--- config.mk ---
export PLATFORM = sky130hd
export DESIGN_NAME = seq_divider_core
export DESIGN_NICKNAME = d
export VERILOG_FILES = /design/src/rtl/seq_divider_core_pkg.sv /design/src/rtl/seq_divider_core_step.sv /design/src/rtl/seq_divider_core.sv
export SDC_FILE = /design/constraint.sdc
export NUM_CORES = 1
export LEC_CHECK = 0
export CAP_MARGIN = 20
export CORE_MARGIN = 1
export CORE_UTILIZATION = 60
export CTS_BUF_LIST = sky130_fd_sc_hd__clkbuf_4 sky130_fd_sc_hd__clkbuf_8
export CTS_CLUSTER_DIAMETER = 60
export DETAILED_ROUTE_END_ITERATION = 12
export GPL_TIMING_DRIVEN = 0
export PLACE_DENSITY = 0.93
export SLEW_MARGIN = 0
export SYNTH_ARGS = -nofsm -noshare
export SYNTH_HDL_FRONTEND = slang
export SYNTH_HIERARCHICAL = 1
export SYNTH_SLANG_ARGS = --single-unit
--- constraint.sdc ---
create_clock -name divider_clk -period 5.9 [get_ports divider_clk]
set_input_delay 1.18 -clock divider_clk [delete_from_list [all_inputs] [get_ports divider_clk]]
set_output_delay 1.18 -clock divider_clk [all_outputs]
set_load 0.02 [all_outputs]
--- src/rtl/seq_divider_core_pkg.sv ---
// Shared constants for the sequential restoring divider: default width,
// operand/result field offsets and FSM state encoding.
package div_pkg;

    localparam int unsigned DIV_WIDTH = 48;

    // Field offsets inside the 2*W-bit operand and result words (default width)
    localparam int unsigned DIVIDEND_LSB = DIV_WIDTH;
    localparam int unsigned DIVISOR_LSB  = 0;
    localparam int unsigned QUOT_LSB     = DIV_WIDTH;
    localparam int unsigned REM_LSB      = 0;

    typedef enum logic [1:0] {
        IDLE = 2'd0,
        CALC = 2'd1,
        DONE = 2'd2
    } div_state_t;

endpackage

--- src/rtl/seq_divider_core_step.sv ---
// One radix-2 restoring division iteration: shift the next dividend bit into
// the partial remainder, trial-subtract the divisor, keep or restore.
module div_step #(
    parameter int unsigned WIDTH = div_pkg::DIV_WIDTH
) (
    input  logic [WIDTH:0]   r,
    input  logic             q_msb,
    input  logic [WIDTH-1:0] d,
    output logic [WIDTH:0]   r_next,
    output logic             q_bit
);

    logic [WIDTH:0] r_shift;
    logic [WIDTH:0] d_ext;
    logic [WIDTH:0] diff;

    // Shift-compare-subtract; the top remainder bit is shifted out
    always_comb begin
        r_shift = (r << 1) | {{WIDTH{1'b0}}, q_msb};
        d_ext   = {1'b0, d};
        diff    = r_shift - d_ext;
        q_bit   = (r_shift >= d_ext);
        r_next  = q_bit ? diff : r_shift;
    end

endmodule

--- src/rtl/seq_divider_core.sv ---
// Iterative unsigned divider: one quotient bit per cycle, result strobed
// once per operation, with sticky divide-by-zero and dropped-start counter.
module seq_divider_core
    import div_pkg::*;
#(
    parameter int unsigned WIDTH = DIV_WIDTH,
    parameter int unsigned CNT_W = 8
) (
    input  logic                 divider_clk,
    input  logic                 rst,
    input  logic                 op_valid,
    input  logic [2*WIDTH-1:0]   op_data,
    output logic                 res_valid,
    output logic [2*WIDTH-1:0]   res_data,
    output logic                 busy,
    output logic                 div_by_zero,
    output logic [CNT_W-1:0]     dropped_ops
);

    // Package offsets are expressed for the default width; rescale to WIDTH
    localparam int unsigned DVD_LSB = (DIVIDEND_LSB / DIV_WIDTH) * WIDTH;
    localparam int unsigned DVS_LSB = (DIVISOR_LSB  / DIV_WIDTH) * WIDTH;
    localparam int unsigned QT_LSB  = (QUOT_LSB     / DIV_WIDTH) * WIDTH;
    localparam int unsigned RM_LSB  = (REM_LSB      / DIV_WIDTH) * WIDTH;
    localparam int unsigned CTR_W   = $clog2(WIDTH + 1);

    div_state_t          state;
    logic                op_valid_q;
    logic                start;
    logic [WIDTH-1:0]    q_reg;
    logic [WIDTH-1:0]    d_reg;
    logic [WIDTH:0]      r_reg;
    logic [CTR_W-1:0]    iter_cnt;
    logic [WIDTH:0]      r_next;
    logic                q_bit;

    assign start = op_valid & ~op_valid_q;

    div_step #(
        .WIDTH (WIDTH)
    ) u_step (
        .r      (r_reg),
        .q_msb  (q_reg[WIDTH-1]),
        .d      (d_reg),
        .r_next (r_next),
        .q_bit  (q_bit)
    );

    // Control FSM, datapath registers, edge detect and status outputs
    always_ff @(posedge divider_clk) begin
        if (rst) begin
            state       <= IDLE;
            op_valid_q  <= 1'b0;
            q_reg       <= '0;
            d_reg       <= '0;
            r_reg       <= '0;
            iter_cnt    <= '0;
            res_valid   <= 1'b0;
            res_data    <= '0;
            busy        <= 1'b0;
            div_by_zero <= 1'b0;
            dropped_ops <= '0;
        end else begin
            op_valid_q <= op_valid;
            res_valid  <= 1'b0;

            if (start && state != IDLE && dropped_ops != '1) begin
                dropped_ops <= dropped_ops + 1'b1;
            end

            unique case (state)
                IDLE: begin
                    if (start) begin
                        q_reg    <= op_data[DVD_LSB +: WIDTH];
                        d_reg    <= op_data[DVS_LSB +: WIDTH];
                        r_reg    <= '0;
                        iter_cnt <= '0;
                        busy     <= 1'b1;
                        state    <= CALC;
                    end
                end
                CALC: begin
                    r_reg    <= r_next;
                    q_reg    <= {q_reg[WIDTH-2:0], q_bit};
                    iter_cnt <= iter_cnt + 1'b1;
                    if (iter_cnt == CTR_W'(WIDTH - 1)) begin
                        state <= DONE;
                    end
                end
                DONE: begin
                    res_data[QT_LSB +: WIDTH] <= q_reg;
                    res_data[RM_LSB +: WIDTH] <= r_reg[WIDTH-1:0];
                    res_valid <= 1'b1;
                    busy      <= 1'b0;
                    if (d_reg == '0) begin
                        div_by_zero <= 1'b1;
                    end
                    state <= IDLE;
                end
                default: state <= IDLE;
            endcase
        end
    end

endmodule

==> impl_metrics.csv, run 1 <==
group,metric,value,unit
global_route,grt_util_all_layers,0.343,
floorplanning,dieHeight,150,um
pwr,pwr-share-comb,0.504,
run_status,status,"complete, no violations",
setup_path,crit_path_end_kind,"flop",
final_layout,largest_reg_flops,96,
setup_path,crit_buf_inv,4,
final_layout,multi_input_area,7190,sq um
timing,clock.fmax,280,MHz
floorplanning,io_pins,206,
clock_network,cts_buffers,41,
clock_network,ctsHoldBuffers,0,
logic_synthesis,syn_area_per_cell,8.16,sq um
detailed_routing,vias,12700,
timing,final_hold_viol_count,0,
clock_network,cts_sinks,260,
detailed_routing,routed_wirelength,38500,um
timing,rsz0062_at_grt,"no",
global_route,grt_pass1_vias,12700,
pwr,p_per_area,443,nW/um^2
timing,relSlewSlack,0.475,
setup_path,cp_common_cell,"nor3_4",
pwr,p_leak,0.00645,uW
final_layout,diodes,0,
floorplanning,start_util,0.619,
hold_path,hold_path_class,"flop to flop",
detailed_routing,dr.pass1.iters,5,
setup_path,critical_path.cell_chain,"inv_1, ha_1, and4_1, nor2b_1, nand3b_1, a21oi_2, nor3_4, nor3_4, o21ai_2, and2_1, buf_6, inv_8, buf_8, mux2_4, a22o_1",
pwr,intPower,4570,uW
timing,setup_viol,0,
placed_design,port-buffer-count,204,
detailed_routing,wl_per_cell,17.8,um
job,maxCapViolCount,0,
detailed_routing,vias_per_cell,5.89,
final_layout,seq_area,5200,sq um
global_route,antenna_found_initial,0,
clock_network,cts_tree,"built",
setup_path,worst_ep_required_time,6.35,ns
floorplanning,rows,53,
detailed_routing,drtAntennaViolNets,0,
setup_path,start_kind,"flop",
global_route,grt_pass1_wl,61400,um
clock_network,root_buffer,"clkbuf_8",
floorplanning,die_w,150,um
setup_path,cp.arrival,4.02,ns
placed_design,gp_congestion,0.937,
pwr,swShare,0.372,
detailed_routing,drt_iter0_markers,914,
final_layout,area_growth,24.6,%
clock_network,cts_resized,0,
logic_synthesis,synth_cells,1614,
timing,worst_pin_slew,0.788,ns
timing,whs,0.452,ns
pwr,pwr-share-seq,0.276,
pwr,pwr-share-clk,0.221,
setup_path,slowest_delay,0.45,ns
timing,report.final.slew_viol_count,0,
placed_design,dp_hpwl,28400,um
final_layout,drive_gt1_frac,0.101,
detailed_routing,drc,0,
clock_network,clockBufferDepth,3,
placed_design,place_area,15600,sq um
clock_network,post-cts-setup-buffer-count,0,
floorplanning,dieArea,22600,sq um
final_layout,nets,2012,
pwr,ir_drop,0.000329,V
final_layout,nFillCells,1463,
setup_path,crit_path_top_delay_cell,"dfxtp_1",
timing,fin_skew,0.0147,ns
clock_network,worstSkewPairLatency,0.55,ns
pwr,p_sw,2700,uW
final_layout,largest-register,"res_data",
setup_path,reg2regPathDepth,15,
timing,min_period_over_period,0.606,
clock_network,clk_pin_slew,0.06,ns
logic_synthesis,yosysWarnings,6,
final_layout,fin_area,16400,sq um
setup_path,crit_path_max_fanout,10,
timing,setup_tns,0,ns
setup_path,crit_family,"simple AND/OR/NAND/NOR gates",
hold_path,holdPathStages,2,
logic_synthesis,synth_area,13200,sq um
global_route,grt_max_degree,13,
setup_path,cp_num_cells,15,
logic_synthesis,syn_nets,1764,
floorplanning,coreArea,21300,sq um
setup_path,crit_type,"flop to flop",
timing,period_minus_slack,3.58,ns
global_route,grt_overflow,0,
clock_network,cts-htree-levels,2,
## power groups by stage
| stage | clock network (uW) | registers, uW | logic (uW) |
|---|---|---|---|
| after CTS | 1620 | 2000 | 3590 |
| after global placement | 0 | 2030 | 3500 |
| final | 1600 | 2010 | 3660 |
| after detailed placement | 0 | 2040 | 3550 |
| after floorplan | 0 | 2000 | 2900 |
| after global routing | 1690 | 2020 | 3880 |
## area by class of cell
class                   instances  area share
repair buffers                205       0.125
plain buffers                 105      0.0332
inverters                      61      0.0144
well taps                     275      0.0210
clock buffers                  57      0.0432
clock inverters                12     0.00838
flip-flops and latches        260       0.317
multi-input cells            1188       0.438
## worst register-to-register path: stages, from the launching register on
cell and delay [ns]:
dfxtp_1 0.45, inv_1 0.12, ha_1 0.43, and4_1 0.33
nor2b_1 0.22, nand3b_1 0.13, a21oi_2 0.25, nor3_4 0.09
nor3_4 0.20, o21ai_2 0.11, and2_1 0.20, buf_6 0.16
inv_8 0.09, buf_8 0.16, mux2_4 0.33, a22o_1 0.21
## worst paths after layout
path	from	end	slack (ns)
max	d_reg[23]	r_reg[43]	2.32
min	res_data[34]	res_data[34]	0.45
max reg2reg	d_reg[23]	r_reg[43]	2.32
min reg2reg	res_data[34]	res_data[34]	0.45
## through the flow
stage                     worst slack (ns)  total power [uW]  cells   util
after floorplan                       2.93              4900   1614      -
after CTS                             2.41              7210   2163  0.771
final                                 2.32              7270   2163  0.771
after global routing                  2.25              7590   2163  0.771
after global placement                2.40              5530   2093  0.731
after detailed placement              2.48              5590   2094  0.731
## routing by layer
layer,global-route usage,share of wire
met1,0.404,0.40
met2,0.581,0.47
met5,0,0
met4,0.163,0.044
met3,0.0870,0.082
## placed cells by master (no fill, tap or decap), types with 6 or more instances in the layout
| master | instances |
|---|---|
| or3_1 | 6 |
| xnor2_1 | 27 |
| nand3_1 | 20 |
| buf_2 | 20 |
| nor3_1 | 8 |
| buf_1 | 10 |
| clkbuf_1 | 64 |
| a21oi_1 | 197 |
| o21a_1 | 9 |
| nor4_2 | 31 |
| nor2b_1 | 8 |
| a211oi_1 | 7 |
| mux2_4 | 37 |
| and3_1 | 7 |
| a22o_1 | 52 |
| xor2_1 | 16 |
| clkbuf_4 | 12 |
| clkbuf_8 | 45 |
| inv_1 | 60 |
| a21o_1 | 26 |
| o21ai_1 | 9 |
| ha_1 | 50 |
| nand4_1 | 20 |
| dfxtp_1 | 260 |
| nor2_1 | 186 |
| nand2_1 | 331 |
| nor4_1 | 30 |
| o21ai_0 | 26 |
| nand2b_1 | 7 |
| o211ai_1 | 6 |
| clkdlybuf4s50_1 | 204 |
No activity file was read; power rests on OpenSTA's default activity.
==> run 2, diff against run 1 <==
- CORE_UTILIZATION: 60 -> 56
- PLACE_DENSITY: 0.93 -> 0.88
- clock period: 5.9 -> 3.6 ns (I/O delays scaled with it)
==> run 2 against run 1 <==
Die area is 7.0% higher. Routed wire length is 2.4% lower. Critical path depth is 2 lower. First-iteration DRC count is 0.55% higher. Final cell count is 2.0% higher. Register-to-register slack worse by 2.2 ns. Global-route usage is 3.4 points lower. Combinational power is 63% higher. Worst hold slack worse by 0.0015 ns. Count of clock-buffer cells in the layout is 10 higher. Cell area is 0.80% higher.
==> impl_metrics.csv, run 2 (synthesis results as in run 1) <==
group,metric,value,unit
clock_network,cts_tree,"built",
detailed_routing,routed_wirelength,37600,um
setup_path,slowest_delay,0.49,ns
setup_path,crit_path_max_fanout,5,
setup_path,reg2reg_from,"q_reg[47]",
detailed_routing,drtAntennaViolNets,0,
setup_path,start_kind,"flop",
setup_path,startpoint,"q_reg[47]",
floorplanning,start_util,0.577,
timing,worst_pin_slew,0.845,ns
detailed_routing,vias,12400,
clock_network,worstSkewPairLatency,0.56,ns
placed_design,gp_congestion,0.955,
setup_path,r2r_slack,0.14,ns
floorplanning,dieHeight,155,um
timing,rsz0062_at_grt,"no",
final_layout,nets,2013,
clock_network,cts-htree-levels,2,
global_route,grt_max_degree,13,
clock_network,clk_pin_slew,0.06,ns
setup_path,worst_ep_required_time,4.05,ns
placed_design,place_area,15600,sq um
floorplanning,io_pins,206,
global_route,antenna_found_initial,1,
clock_network,post-cts-setup-buffer-count,0,
setup_path,crit_path_end_kind,"flop",
final_layout,final_common_cell,"nand2_1",
timing,report.final.slew_viol_count,0,
setup_path,crit_type,"flop to flop",
placed_design,port-buffer-count,204,
final_layout,area_growth,25.6,%
final_layout,largest-register,"res_data",
timing,whs,0.451,ns
timing,min_period_over_period,0.961,
placed_design,dp_hpwl,28000,um
final_layout,layout_common_cells,"nand2_1, dfxtp_1, clkdlybuf4s50_1, a21oi_1, nor2_1",
clock_network,cts_sinks,260,
clock_network,clockBufferDepth,3,
setup_path,critical_path.cell_chain,"inv_1, ha_1, fa_1, inv_1, a21oi_1, o21ai_1, a2111oi_4, or2_1, o211a_4, o21a_1, xnor2_1, mux2_4, a22o_1",
timing,period_minus_slack,3.46,ns
final_layout,fin_area,16500,sq um
detailed_routing,vias_per_cell,5.62,
pwr,p_leak,0.00648,uW
detailed_routing,wl_per_cell,17.0,um
floorplanning,coreArea,22800,sq um
pwr,ir_drop,0.000384,V
setup_path,reg2regPathDepth,13,
setup_path,cp_common_cell,"inv_1",
setup_path,reg2reg_to,"r_reg[40]",
detailed_routing,drc,0,
hold_path,holdPathStages,2,
final_layout,largest_reg_flops,96,
global_route,grt_pass1_wl,59700,um
detailed_routing,drt_iter0_markers,919,
global_route,grt_overflow,0,
global_route,grt_pass1_vias,12100,
global_route,grt_util_all_layers,0.309,
timing,fin_skew,0.0143,ns
job,maxCapViolCount,0,
detailed_routing,dr.pass1.iters,6,
pwr,p_per_area,727,nW/um^2
setup_path,cp.arrival,3.91,ns
setup_path,crit_path_top_delay_cell,"o21ai_1",
timing,setup_tns,0,ns
clock_network,cts_resized,0,
clock_network,ctsHoldBuffers,0,
timing,setup_viol,0,
floorplanning,die_w,155,um
run_status,status,"complete, no violations",
hold_path,min_from,"res_data[36]",
timing,clock.fmax,289,MHz
clock_network,root_buffer,"clkbuf_8",
final_layout,drive_gt1_frac,0.103,
hold_path,hold_path_class,"flop to flop",
timing,final_hold_viol_count,0,
hold_path,worstHoldEndpoint,"res_data[36]",
clock_network,cts_buffers,42,
floorplanning,rows,55,
timing,relSlewSlack,0.437,
floorplanning,dieArea,24100,sq um
==> run 2: changes by cell type in the layout (fill, tap and decap cells not counted) <==
| cell | delta |
|---|---|
| bufinv_16 | +1 |
| diode_2 | +1 |
| clkbuf_8 | +3 |
| inv_6 | -2 |
| clkbuf_4 | +7 |
| clkinv_2 | -5 |
==> run 2: worst max-delay path by stage <==
| stage | endpoint | slack (ns) | depth (start not counted) |
|---|---|---|---|
| finish | r_reg[40] | 0.14 | 13 |
| global route | r_reg[47] | 0.02 | 15 |
| CTS | r_reg[40] | 0.18 | 13 |
| detailed placement | r_reg[40] | 0.22 | 13 |
| global placement | r_reg[43] | 0.23 | 15 |
| floorplan | r_reg[37] | 0.63 | 15 |
==> run 2: worst max-delay path, delay by kind of cell, from the launching register on <==
family,cells,cell delay (ns)
AOI/OAI and AO/OA,6,1.43
adders and majority gates,2,0.65
DFF,1,0.38
and+or+nand+nor,1,0.32
muxes,1,0.26
buffers and inverters,2,0.17
xor gates and xnor gates,1,0.14
==> run 2: per-stage QoR <==
step / power (uW) / utilization / cells / setup WS, ns
2_1_floorplan: 8030 / - / 1614 / 0.627
3_3_place_gp: 9100 / 0.683 / 2131 / 0.227
3_5_place_dp: 9160 / 0.683 / 2131 / 0.218
4_1_cts: 12000 / 0.724 / 2204 / 0.184
5_1_grt: 12600 / 0.724 / 2206 / 0.0218
6_report: 12000 / 0.724 / 2206 / 0.141
==> run 2: per-layer routing <==
metal  routed length (um)  vias up  global-route usage
li1                     -     6066                   -
met1                15800     5759               0.374
met2                17500      487               0.517
met3                 2950       91              0.0763
met4                 1320        0               0.142
met5                    0        -                   0
==> run 2: final cells by class <==
cell class,count,area [sq um]
plain buffers,105,544
fillers,1779,6300
clock inverters,6,125
flip-flops and latches,260,5200
clock buffers,67,803
repair buffers,205,2050
well taps,313,392
inverters,61,236
diodes,1,2.50
multi-input cells,1188,7190
==> run 2: where the power goes <==
group / switching (uW) / total (uW) / internal [uW]
registers: 204 / 3280 / 3080
logic: 2970 / 5950 / 2980
clock network: 1160 / 2790 / 1630
total: 4340 / 12000 / 7690
==> run 3, diff against run 2 <==
- CORE_UTILIZATION: 56 -> 45
- PLACE_DENSITY: 0.88 -> 0.74
==> run 3 against run 2 <==
Count of clock-buffer cells in the layout decreased by 6. Clock skew increased by 0.0037 ns. Largest cell class unchanged. First-iteration DRC count decreased by 32%. Flip-flop and latch count unchanged.
==> impl_metrics.csv, run 3 (synthesis results as in run 1) <==
group,metric,value,unit
pwr,p_sw,4370,uW
placed_design,place_ws,0.216,ns
setup_path,start_kind,"flop",
placed_design,place_area,15700,sq um
setup_path,cp.arrival,3.86,ns
setup_path,crit_path_top_delay_cell,"o21ai_1",
setup_path,worst_ep_required_time,4.05,ns
placed_design,gp_congestion,0.933,
timing,worst_pin_slew,0.902,ns
detailed_routing,drtAntennaViolNets,0,
detailed_routing,vias,12200,
final_layout,largest-register,"res_data",
pwr,p_per_area,724,nW/um^2
detailed_routing,wl_per_cell,16.5,um
floorplanning,die_w,173,um
detailed_routing,routed_wirelength,37700,um
final_layout,final_common_cell,"nand2_1",
timing,setup_viol,0,
pwr,ir_drop,0.000421,V
placed_design,port-buffer-count,204,
pwr,intPower,7710,uW
clock_network,worstSkewPairLatency,0.57,ns
setup_path,crit_path_max_fanout,5,
detailed_routing,drt_iter0_markers,627,
setup_path,crit_path_end_kind,"flop",
clock_network,cts_tree,"built",
final_layout,nFillCells,2639,
timing,report.final.slew_viol_count,0,
floorplanning,coreArea,28800,sq um
pwr,pwr-share-comb,0.491,
detailed_routing,dr.pass1.iters,5,
pwr,pwr-share-seq,0.271,
clock_network,clk_pin_slew,0.06,ns
hold_path,hold_path_class,"flop to flop",
global_route,grt_util_all_layers,0.251,
final_layout,fin_area,16700,sq um
global_route,top_usage_layer,"met2",
final_layout,largest_reg_flops,96,
setup_path,slowest_delay,0.43,ns
floorplanning,start_util,0.458,
clock_network,post-cts-setup-buffer-count,0,
final_layout,layout_common_cells,"nand2_1, dfxtp_1, clkdlybuf4s50_1, a21oi_1, nor2_1",
floorplanning,rows,62,
final_layout,diodes,0,
timing,rsz0062_at_grt,"no",
job,maxCapViolCount,0,
timing,clock.fmax,293,MHz
final_layout,nets,2014,
timing,final_hold_viol_count,0,
timing,relSlewSlack,0.399,
global_route,grt_overflow,0,
floorplanning,io_pins,206,
timing,setup_tns,0,ns
setup_path,critical_path.cell_chain,"inv_1, ha_1, fa_1, inv_1, a21oi_1, o21ai_1, a2111oi_4, or2_1, o211a_4, o21a_1, xnor2_1, mux2_4, a22o_1",
floorplanning,dieArea,30000,sq um
pwr,swShare,0.362,
clock_network,root_buffer,"clkbuf_8",
global_route,grt_pass1_wl,60800,um
global_route,use_met2,0.408,
timing,fin_ws,0.193,ns
timing,period_minus_slack,3.41,ns
timing,fin_skew,0.0180,ns
floorplanning,dieHeight,173,um
timing,min_period_over_period,0.947,
setup_path,crit_type,"flop to flop",
pwr,pwr-share-clk,0.238,
global_route,grt.met1_usage,0.320,
detailed_routing,drc,0,
clock_network,cts_sinks,260,
global_route,antenna_found_initial,0,
pwr,p_leak,0.00650,uW
final_layout,drive_gt1_frac,0.104,
placed_design,dp_hpwl,28600,um
global_route,use_met3,0.0640,
final_layout,area_growth,26.5,%
global_route,grt_max_degree,13,
run_status,status,"complete, no violations",
detailed_routing,vias_per_cell,5.33,
clock_network,cts-htree-levels,2,
clock_network,clockBufferDepth,3,
clock_network,cts_buffers,43,
global_route,grt_pass1_vias,11900,
final_layout,finish.utilization,0.579,
setup_path,cp_common_cell,"inv_1",
-- run 3: final cells by class --
| type | instances | area, sq um | area share |
|---|---|---|---|
| buffer | 105 | 544 | 0.0327 |
| clock inverter | 15 | 168 | 0.0101 |
| sequential | 260 | 5210 | 0.312 |
| clock buffer | 61 | 796 | 0.0477 |
| tap | 384 | 480 | 0.0288 |
| inverter | 61 | 236 | 0.0142 |
| timing repair buffer | 205 | 2050 | 0.123 |
| multi-input combinational | 1188 | 7190 | 0.431 |
-- run 3: repair_timing --
action / 4_1_cts / 5_1_grt
gates resized for setup: 0 / 1
hold buffers: 0 / 0
endpoints found under the setup margin: 0 / 22
-- run 3: path summary, 6_finish.rpt --
path,startpoint,slack [ns],cells after the start,to
worst max-delay path,q_reg[47],0.19,13,r_reg[40]
worst max register to register,q_reg[47],0.19,13,r_reg[40]
worst min register to register,res_data[33],0.45,2,res_data[33]
worst min-delay path,res_data[33],0.45,2,res_data[33]
-- run 3: power groups by stage --
stage / combinational (uW) / sequential, uW / clock [uW]
6_report: 5930 / 3280 / 2870
5_1_grt: 6370 / 3310 / 3050
4_1_cts: 5890 / 3270 / 2920
3_5_place_dp: 5860 / 3340 / 0
3_3_place_gp: 5820 / 3330 / 0
2_1_floorplan: 4760 / 3270 / 0
-- run 3: worst max-delay path, delay by kind of cell, from the launching register on --
kind | cells | cell delay (ns)
AO/OA/AOI/OAI | 6 | 1.38
adder cells (fa/ha/maj) | 2 | 0.64
flip-flops | 1 | 0.37
AND/OR/NAND/NOR | 1 | 0.31
multiplexers | 1 | 0.27
buffers and inverters | 2 | 0.18
XOR/XNOR | 1 | 0.14
-- run 3: layer usage --
layer | wire, um | share of wire
met1 | 16800 | 0.45
met4 | 1220 | 0.032
met5 | 0 | 0
met3 | 2680 | 0.071
met2 | 17000 | 0.45
-- run 3: per-stage QoR --
stage               power [uW]  std cells  hold slack (ns)
finish                   12100       2279            0.452
global route             12700       2279            0.466
CTS                      12100       2279            0.455
detailed placement        9200       2203            0.446
global placement          9150       2202            0.441
floorplan                 8030       1614            0.445
